File: config.mk
export PLATFORM = sky130hd
export DESIGN_NAME = booth_mac_seq
export DESIGN_NICKNAME = d
export VERILOG_FILES = /design/src/rtl/booth_mac_seq.sv
export SDC_FILE = /design/constraint.sdc
export NUM_CORES = 1
export LEC_CHECK = 0
export CORE_UTILIZATION = 55
export CTS_CLUSTER_DIAMETER = 30
export DETAILED_ROUTE_END_ITERATION = 10
export DONT_BUFFER_PORTS = 1
export PLACE_DENSITY = 0.78
export REMOVE_ABC_BUFFERS = 1
export SLEW_MARGIN = 20
export SYNTH_ARGS = -nofsm -noshare
export SYNTH_HDL_FRONTEND = slang
export SYNTH_SLANG_ARGS = --single-unit
File: constraint.sdc
create_clock -name clk -period 3.2 [get_ports clk]
set_input_delay 0.48 -clock clk [delete_from_list [all_inputs] [get_ports clk]]
set_output_delay 0.48 -clock clk [all_outputs]
set_load 0.005 [all_outputs]
File: src/rtl/booth_mac_seq.sv
// Sequencer and accumulator for an 8-bit sequential Booth multiplier: issues operand
// pairs one at a time, sums the signed products and reports each group on a handshake.
module booth_mac_seq #(
    parameter int ACC_W   = 24,
    parameter int TIMEOUT = 16
) (
    input  logic             clk,
    input  logic             rst,
    input  logic             in_valid,
    output logic             in_ready,
    input  logic [7:0]       in_x,
    input  logic [7:0]       in_y,
    input  logic             in_last,
    output logic             mul_start,
    output logic [7:0]       mul_x,
    output logic [7:0]       mul_y,
    input  logic             mul_valid,
    input  logic [15:0]      mul_z,
    output logic             out_valid,
    input  logic             out_ready,
    output logic [ACC_W-1:0] out_acc,
    output logic [7:0]       out_count,
    output logic             out_ovf,
    output logic             err_timeout
);

    typedef enum logic [2:0] {
        S_IDLE,
        S_ISSUE,
        S_WAIT,
        S_ACCUM,
        S_OUT
    } state_t;

    state_t           state_q, state_d;
    logic [7:0]       mulX_q, mulX_d;
    logic [7:0]       mulY_q, mulY_d;
    logic             last_q, last_d;
    logic [7:0]       timer_q, timer_d;
    logic [15:0]      prod_q, prod_d;
    logic [ACC_W-1:0] acc_q, acc_d;
    logic [7:0]       count_q, count_d;
    logic             ovf_q, ovf_d;
    logic             errTimeout_q, errTimeout_d;

    logic [ACC_W-1:0] prodExt;
    logic [ACC_W-1:0] sum;
    logic             sumOvf;

    // Overflow: both addends share a sign that the wrapped sum does not.
    assign prodExt = ACC_W'($signed(prod_q));
    assign sum     = acc_q + prodExt;
    assign sumOvf  = (acc_q[ACC_W-1] == prodExt[ACC_W-1]) && (sum[ACC_W-1] != acc_q[ACC_W-1]);

    always_ff @(posedge clk or posedge rst) begin
        if (rst) begin
            state_q      <= S_IDLE;
            mulX_q       <= '0;
            mulY_q       <= '0;
            last_q       <= 1'b0;
            timer_q      <= '0;
            prod_q       <= '0;
            acc_q        <= '0;
            count_q      <= '0;
            ovf_q        <= 1'b0;
            errTimeout_q <= 1'b0;
        end else begin
            state_q      <= state_d;
            mulX_q       <= mulX_d;
            mulY_q       <= mulY_d;
            last_q       <= last_d;
            timer_q      <= timer_d;
            prod_q       <= prod_d;
            acc_q        <= acc_d;
            count_q      <= count_d;
            ovf_q        <= ovf_d;
            errTimeout_q <= errTimeout_d;
        end
    end

    always_comb begin
        state_d      = state_q;
        mulX_d       = mulX_q;
        mulY_d       = mulY_q;
        last_d       = last_q;
        timer_d      = timer_q;
        prod_d       = prod_q;
        acc_d        = acc_q;
        count_d      = count_q;
        ovf_d        = ovf_q;
        errTimeout_d = 1'b0;
        mul_start    = 1'b0;
        out_valid    = 1'b0;

        case (state_q)
            S_IDLE: begin
                if (in_valid) begin
                    mulX_d  = in_x;
                    mulY_d  = in_y;
                    last_d  = in_last;
                    state_d = S_ISSUE;
                end
            end
            S_ISSUE: begin
                mul_start = 1'b1;
                timer_d   = '0;
                state_d   = S_WAIT;
            end
            S_WAIT: begin
                // mul_valid wins over the timeout in the last permitted cycle.
                timer_d = timer_q + 8'd1;
                if (mul_valid) begin
                    prod_d  = mul_z;
                    state_d = S_ACCUM;
                end else if (timer_q == 8'(TIMEOUT - 1)) begin
                    errTimeout_d = 1'b1;
                    acc_d        = '0;
                    count_d      = '0;
                    ovf_d        = 1'b0;
                    last_d       = 1'b0;
                    state_d      = S_IDLE;
                end
            end
            S_ACCUM: begin
                acc_d   = sum;
                ovf_d   = ovf_q | sumOvf;
                count_d = (count_q == 8'hFF) ? count_q : count_q + 8'd1;
                state_d = last_q ? S_OUT : S_IDLE;
            end
            S_OUT: begin
                out_valid = 1'b1;
                if (out_ready) begin
                    acc_d   = '0;
                    count_d = '0;
                    ovf_d   = 1'b0;
                    last_d  = 1'b0;
                    state_d = S_IDLE;
                end
            end
            default: state_d = S_IDLE;
        endcase
    end

    assign in_ready    = (state_q == S_IDLE) && !rst;
    assign mul_x       = mulX_q;
    assign mul_y       = mulY_q;
    assign out_acc     = acc_q;
    assign out_count   = count_q;
    assign out_ovf     = ovf_q;
    assign err_timeout = errTimeout_q;

endmodule

==> results.cfg, run 1 <==
[floorplanning]
die_w_um = 91.3
placementRows = 32
fp.coreArea_um2 = 7730
io_pins = 91
die_h_um = 91.3
initial_utilization_pct = 56.7
design.die.area_um2 = 8330

[setup_path]
rr_worst_depth = 9
cp-end-kind = flop
crit_end = out_acc[16]
cp_cell_sequence = ha_1 > fa_1 > a21o_1 > a311oi_2 > o21ai_1 > a221o_1 > a41oi_2 > xor2_1 > o21ai_1
worstReg2RegStart = out_acc[0]
cp.required_ns = 3.45
critPathLaunch = out_acc[0]
cp.depth = 9
start_kind = flop
critPathArrivalTime_ns = 3.03
rrSetupSlack_ns = 0.42
crit_type = reg2reg
path_max_fanout = 3
crit_family = compound AO/OA/AOI/OAI gates
r2r_end = out_acc[16]
crit_buf_inv = 0
critPathMaxStageDelay_ns = 0.43
cpMaxStageDelayCell = dfrtp_1
crit_path_frequent_cell = o21ai_1

[synth]
synth_top_area_share_pct = 44.5
avgSynthCellArea_um2 = 9.83
ys_ff_latch = 78
synth_edf_count = 0
synth_area_leaders = dfrtp_1 45%, mux2_2 8.2%, ha_1 7.1%
yosysTopAreaCell = dfrtp_1
synthFlopType = dfrtp_1
muxShareOfSynthArea_pct = 8.68
synthXorXnorAreaFrac_pct = 4.60
yosysSeqAreaShare_pct = 44.5
synth_top_family_by_area = compound AO/OA/AOI/OAI gates
synth_compound_area_share_pct = 18.1
synthSimpleGateAreaFrac_pct = 14.1
synthAdderAreaFrac_pct = 7.59
synth.distinct_cells = 49
async_flop_share_pct = 100
syn_inst = 446
synth_area_um2 = 4380
yosys_warnings = 0

[timing]
slew_headroom_pct = 45.3
finalSetupViolCount = 0
fmax_mhz = 360
finClkSkew_ns = 0.0114
layout_min_cycle_time_ns = 2.78
fin_tns_setup_ns = 0
period_share_pct = 86.8
fin_hold_ws_ns = 0.121
rsz0062_at_grt = false
drv_slew = 0
worstMarginPinSlew_ns = 0.821
hold_viol_final = 0

[layout]
final_common_cell = dfrtp_1
syn_to_final_growth_pct = 6.74
nNetsFinal = 507
layout_common_cells = 78 x dfrtp_1, 54 x nand2_1, 42 x o21ai_0, 32 x mux2_2
register_area_um2 = 1950
fillers = 649
fin_util_pct = 60.5
multi_input_area_um2 = 2330
n_antenna_cell = 0
final_cells = 550
drive_gt1_share_pct = 13.2

[routing]
wire_per_inst_um = 17.3
viasPerCell = 6.14
drt_iter0_drc = 124
drc = 0
vias = 3377
totalWireLength_um = 9510
final_antenna_net_count = 0
drt_pass1_iterations = 4

[power]
vdd_drop_max_v = 0.000588
powerDensity_nw_per_um2 = 1240
leakagePower_uw = 0.00213

[cts]
cts.hold.buffers_added = 0
clk_pin_slew_ns = 0.09
clk_latency_ns = 0.36
root_buffer = clkbuf_8
cts_buffer_depth = 2
cts.sinks = 78
postCtsSetupRepairBufs = 0
htree_levels = 3
cts_resized = 0
cts_tree = yes
cts_buffers = 9

[placement]
dp_hpwl_um = 6940
dp_cells = 534
port_buffers = 0
place.gp.congestion = 0.871

[grt]
grt_pass1_wl_um = 16000
grt_pass1_vias = 3479
grt_start_max_net_pins = 62
groute.usage.overall_pct = 24.2
grt_overflow = 0
antenna_found_initial = 0

[outcome]
status = complete, no violations

[worst_hold_path]
min_path_type = in2async

[job]
drv_cap = 0
## logic make-up (layout without fill, tap and decap cells)
group,count (synthesis),count (layout)
AOI/OAI and AO/OA,125,125
xor gates and xnor gates,23,23
adders and majority gates,26,26
buffers and inverters,26,28
DFF,78,78
muxes,34,34
and+or+nand+nor,134,134
## registers in the layout (all words and copies together) (netlist names), 3 cells and up
register   cells
state_q        3
timer_q        8
out_count      8
out_acc       24
mul_y          8
mul_x          8
prod_q        16
## cells in the mapped netlist, types with 8 or more instances
cell type and number:
xnor2_1 12, nor2_1 28, nand2_1 54, ha_1 25
inv_1 8, clkbuf_1 11, a21oi_1 28, dfrtp_1 78
nand3_1 10, mux2_2 32, o21ai_0 42, xor2_1 11
a21o_1 17
## worst min-delay path by stage
| stage | startpoint | endpoint | slack, ns | cells after the start |
|---|---|---|---|---|
| final | rst | state_q[1] | 0.12 | 1 |
| after global routing | rst | timer_q[1] | 0.17 | 1 |
| after CTS | mul_valid | err_timeout | 0.19 | 1 |
| after detailed placement | last_q | state_q[2] | 0.49 | 2 |
| after global placement | last_q | state_q[2] | 0.47 | 2 |
| after floorplan | last_q | state_q[2] | 0.45 | 2 |
## per-layer routing
| layer | part of all wire [%] | wire, um | vias to the layer above | track usage (%) |
|---|---|---|---|---|
| li1 | - | - | 1613 | - |
| met1 | 42 | 4000 | 1637 | 29.4 |
| met2 | 48 | 4600 | 113 | 40.5 |
| met3 | 7.8 | 744 | 14 | 7.45 |
| met4 | 1.7 | 160 | 0 | 8.99 |
| met5 | 0 | 0 | - | 0 |
## per-stage QoR
step / instance area, um^2 / power (uW) / setup slack (ns)
2_1_floorplan: 4310 / 4300 / 0.398
3_3_place_gp: 4470 / 4950 / 0.515
3_5_place_dp: 4470 / 5030 / 0.438
4_1_cts: 4680 / 5810 / 0.423
5_1_grt: 4680 / 6300 / 0.218
6_report: 4680 / 5800 / 0.422
## layout make-up
| class | count | area share [%] |
|---|---|---|
| multi-input combinational | 342 | 49.9 |
| timing repair buffer | 4 | 0.642 |
| inverter | 8 | 0.695 |
| sequential | 78 | 41.7 |
| tap | 102 | 2.73 |
| clock buffer | 9 | 2.65 |
| clock inverter | 7 | 1.71 |
## power by group
| part | leakage [uW] | switching (uW) | internal [uW] |
|---|---|---|---|
| sequential | 0.000965 | 452 | 1420 |
| combinational | 0.00106 | 1770 | 1380 |
| clock | 0.000102 | 400 | 371 |
Note: power is estimated with default switching activity, not from simulation.
==> run 2: changes to the inputs <==
- clock period: 3.2 -> 3.56 ns (I/O delays scaled with it)
==> run 2 against run 1 <==
Net effect:
- critical path depth did not move
- non-clock buffer count fell by 2
- clock skew rose by 0.0016 ns
- sequential share of layout area rose by 0.12 points
- fmax rose by 0.36%
- register-to-register slack improved by 0.37 ns
- final area fell by 0.29%
- largest power group unchanged
- largest cell class unchanged
- global-route usage rose by 0.47 points
- worst hold slack improved by 0.045 ns
==> results.cfg, run 2 (same netlist as run 1, synthesis figures left out) <==
[cts]
postCtsSetupRepairBufs = 0
cts.hold.buffers_added = 0
htree_levels = 3
cts_tree = yes
clk_latency_ns = 0.35
root_buffer = clkbuf_8
cts.sinks = 78
clk_pin_slew_ns = 0.09
cts_buffer_depth = 2
cts_resized = 0
cts_buffers = 9

[placement]
place.gp.congestion = 0.882
dp_hpwl_um = 6940
post_dp_cell_area_um2 = 4460
place_ws_ns = 0.820
dp_cells = 532
port_buffers = 0

[timing]
fin_tns_setup_ns = 0
period_share_pct = 77.8
fmax_mhz = 361
finClkSkew_ns = 0.0130
drv_slew = 0
slew_headroom_pct = 44.3
hold_viol_final = 0
finalSetupViolCount = 0
worstMarginPinSlew_ns = 0.834
timing.final.ws_setup_ns = 0.792
rsz0062_at_grt = false
layout_min_cycle_time_ns = 2.77

[outcome]
status = complete, no violations

[routing]
final_antenna_net_count = 0
drt_iter0_drc = 113
drc = 0
wire_per_inst_um = 17.5
totalWireLength_um = 9610
vias = 3338
drt_pass1_iterations = 4
viasPerCell = 6.09

[grt]
groute.usage.overall_pct = 24.7
antenna_found_initial = 0
grt_overflow = 0
grt_pass1_vias = 3475
grt_pass1_wl_um = 16300
grt_start_max_net_pins = 57

[job]
drv_cap = 0

[layout]
syn_to_final_growth_pct = 6.42
drive_gt1_share_pct = 12.8
nNetsFinal = 505
n_antenna_cell = 0
design_area_um2 = 4660
final_common_cell = dfrtp_1
final_cells = 548
layout_common_cells = 78 x dfrtp_1, 54 x nand2_1, 42 x o21ai_0, 32 x mux2_2
fillers = 666
largest_register_ffs = 24

[setup_path]
crit_type = reg2reg
r2r_end = out_acc[16]
critPathArrivalTime_ns = 2.98
start_kind = flop
path_max_fanout = 3
rrSetupSlack_ns = 0.79
cp.required_ns = 3.77
cp-end-kind = flop
worstReg2RegStart = out_acc[0]
rr_worst_depth = 9

[power]
p_int_uw = 2850
leakagePower_uw = 0.00211
power.switching_uw = 2370
switching_share_pct = 45.5
power_uw = 5220
seqPwrFrac_pct = 32.3
vdd_drop_max_v = 0.000565
power_frac_comb_pct = 54.3
powerDensity_nw_per_um2 = 1120
clkPwrFrac_pct = 13.4

[floorplanning]
fp.coreArea_um2 = 7730
io_pins = 91
placementRows = 32
die_w_um = 91.3
initial_utilization_pct = 56.7
die_h_um = 91.3
design.die.area_um2 = 8330

[worst_hold_path]
min_path_type = in2async
[run 2: cell types whose count changed in the layout (fill, tap and decap cells not counted)]
cell	change
buf_4	-2
clkinvlp_4	+2
clkinv_2	-1
clkinv_4	-1
[run 2: how the worst max path moves through the flow]
stage          startpoint            to  slack [ns]  depth (start not counted)
3_5_place_dp   out_acc[0]   out_acc[16]        0.82                          9
3_3_place_gp   out_acc[0]   out_acc[16]        0.85                          9
4_1_cts        out_acc[0]   out_acc[16]        0.80                          9
5_1_grt        out_acc[0]   out_acc[16]        0.65                          9
2_1_floorplan  timer_q[0]  out_count[5]        0.76                          8
6_report       out_acc[0]   out_acc[16]        0.79                          9
[run 2: area by class of cell]
cell class	instances	area, um^2	share of cell area, %
clock buffers	9	124	2.66
clock inverters	7	81.3	1.74
inverters	8	32.5	0.697
multi-input cells	342	2330	50.0
flip-flops and latches	78	1950	41.8
well taps	102	128	2.74
repair buffers	2	15.0	0.322
[run 2: critical path, cell delays in order (launching register included)]
cell and delay (ns):
dfrtp_1 0.44, ha_1 0.24, fa_1 0.40, a21o_1 0.22
a311oi_2 0.33, o21ai_1 0.14, a221o_1 0.40, a41oi_2 0.23
xor2_1 0.16, o21ai_1 0.07
[run 2: power by group through the flow]
stage | combinational, uW | sequential (uW) | clock [uW]
2_1_floorplan | 2290 | 1580 | 0
3_3_place_gp | 2740 | 1690 | 0
3_5_place_dp | 2810 | 1710 | 0
4_1_cts | 2820 | 1690 | 718
5_1_grt | 3170 | 1750 | 756
6_report | 2840 | 1690 | 699
[run 2: through the flow]
| stage | utilization, % | hold slack (ns) |
|---|---|---|
| CTS | 60.3 | 0.249 |
| finish | 60.4 | 0.166 |
| global placement | 57.7 | 0.475 |
| global route | 60.4 | 0.200 |
| floorplan | - | 0.450 |
| detailed placement | 57.7 | 0.498 |
[run 2: routing by layer]
metal / routed length, um / GRT usage (%)
met3: 690 / 7.96
met2: 4620 / 41.5
met5: 0 / 0
met4: 82 / 7.41
met1: 4220 / 30.3
==> run 3: changes to the inputs <==
- PLACE_DENSITY: 0.78 -> 0.81
- clock period: 3.56 -> 2.3 ns (I/O delays scaled with it)
==> run 3 against run 2 <==
Net effect:
- the run now ends with negative setup slack left
- setup slack lost 0.98 ns
- utilization grew 7.7 points
- final area grew 13%
- wire length is 11% higher
- count of clock-buffer cells in the layout is the same
- cell count rose by 13%
- via count increased by 9.8%
- sequential power is 49% higher
- sequential share of layout area shrank 4.7 points
- highest routed layer unchanged
==> results.cfg, run 3 (same netlist as run 1, synthesis figures left out) <==
[outcome]
status = finished with violations
violations = negative setup slack

[setup_path]
cp.required_ns = 2.54
critPathArrivalTime_ns = 2.73
start_kind = flop
rr_worst_depth = 9
crit_type = reg2reg
r2r_end = out_acc[16]
path_max_fanout = 3
worstReg2RegStart = prod_q[0]
cp-end-kind = flop
rrSetupSlack_ns = -0.19

[layout]
syn_to_final_growth_pct = 20.1
drive_gt1_share_pct = 26.4
register_area_um2 = 1950
fin_util_pct = 68.1
final_common_cell = dfrtp_1
fillers = 595
n_antenna_cell = 0
nNetsFinal = 575
multi_input_area_um2 = 2380
layout_common_cells = 77 x dfrtp_1, 69 x buf_4, 53 x nand2_1, 34 x o21ai_0, 32 x mux2_2
largest_register_ffs = 24

[worst_hold_path]
whs_path_depth = 1
worstHoldStart = mul_valid
hold_end = err_timeout
min_path_type = in2reg

[routing]
drt_iter0_drc = 185
vias = 3664
drc = 0
wire_per_inst_um = 17.2
drt_pass1_iterations = 5
final_antenna_net_count = 0
totalWireLength_um = 10600
viasPerCell = 5.93

[timing]
finalSetupViolCount = 9
timing.final.ws_setup_ns = -0.188
worstMarginPinSlew_ns = 0.657
drv_slew = 0
slew_headroom_pct = 56.1
fin_tns_setup_ns = -0.885
rsz0062_at_grt = true
fmax_mhz = 402
fin_hold_ws_ns = 0.0651
period_share_pct = 108
finClkSkew_ns = 0.00955
hold_viol_final = 0
layout_min_cycle_time_ns = 2.49

[grt]
groute.usage.overall_pct = 26.7
antenna_found_initial = 0
grt_pass1_wl_um = 17600
grt_pass1_vias = 3850
grt_start_max_net_pins = 44
grt_overflow = 0

[cts]
clk_latency_ns = 0.36
cts_tree = yes
root_buffer = clkbuf_8
cts_buffer_depth = 2
cts.sinks = 78
htree_levels = 3
cts_buffers = 9
clk_pin_slew_ns = 0.09

[floorplanning]
die_h_um = 91.3
initial_utilization_pct = 56.7
placementRows = 32
fp.coreArea_um2 = 7730
io_pins = 91
die_w_um = 91.3
design.die.area_um2 = 8330

[placement]
dp_hpwl_um = 7600
place.gp.congestion = 0.881
place_ws_ns = -0.289
port_buffers = 0

[power]
powerDensity_nw_per_um2 = 1810
leakagePower_uw = 0.00248
vdd_drop_max_v = 0.000787

[job]
drv_cap = 0
-- run 3: changes by cell type in the layout (fill, tap and decap cells not counted), moves of 2 or more --
cell,delta
o21ai_0,-8
a21oi_1,-2
buf_4,+67
a21oi_2,+2
o21ai_1,+8
xnor2_1,-2
xnor2_2,+2
buf_12,+2
-- run 3: worst max-delay path by stage --
stage / slack [ns] / cells past startpoint / startpoint / to
after floorplan: -0.50 / 8 / timer_q[0] / out_count[5]
after global placement: -0.24 / 9 / out_acc[0] / out_acc[16]
after detailed placement: -0.29 / 9 / out_acc[0] / out_acc[16]
after CTS: -0.15 / 9 / prod_q[0] / out_acc[20]
after global routing: -0.32 / 10 / out_acc[0] / out_acc[22]
final: -0.19 / 9 / prod_q[0] / out_acc[16]
-- run 3: area by class of cell --
class | instances | area share, %
multi-input combinational | 342 | 45.2
sequential | 78 | 37.1
timing repair buffer | 72 | 10.8
tap | 102 | 2.43
clock buffer | 9 | 2.35
clock inverter | 7 | 1.55
inverter | 8 | 0.594
-- run 3: timing repair --
action,in CTS,in global routing
setup buffers,4,5
hold buffers,1,0
endpoints found under the hold margin,35,0
endpoints found under the setup margin,9,14
pin swaps,10,12
resized for setup,9,11
-- run 3: per-stage QoR --
step | instance area, um^2 | instances | power (uW)
floorplan | 4310 | 428 | 5990
global placement | 4950 | 594 | 7880
detailed placement | 4950 | 594 | 8060
CTS | 5210 | 615 | 9350
global route | 5260 | 618 | 10300
finish | 5260 | 618 | 9540
-- run 3: where the power goes --
part           internal [uW]  switching, uW  total, uW  leakage [uW]
logic                   2950           3010       5960       0.00142
registers               1980            535       2520      0.000964
clock network            513            542       1060     0.0000940
-- run 3: worst max-delay path, cell delays in order, from the launching register on --
cell      delay (ns)
dfrtp_1         0.39
ha_2            0.20
fa_2            0.34
a21o_1          0.18
a311oi_2        0.30
o21ai_1         0.13
a221o_1         0.37
a41oi_2         0.19
xor2_1          0.19
o21ai_1         0.07
-- run 3: routing by layer --
| layer | wire length [um] | track usage [%] | vias to the layer above |
|---|---|---|---|
| met1 | 4390 | 31.8 | 1772 |
| met4 | 153 | 7.80 | 0 |
| met5 | 0 | 0 | - |
| met2 | 5270 | 46.2 | 124 |
| li1 | - | - | 1749 |
| met3 | 818 | 8.71 | 19 |
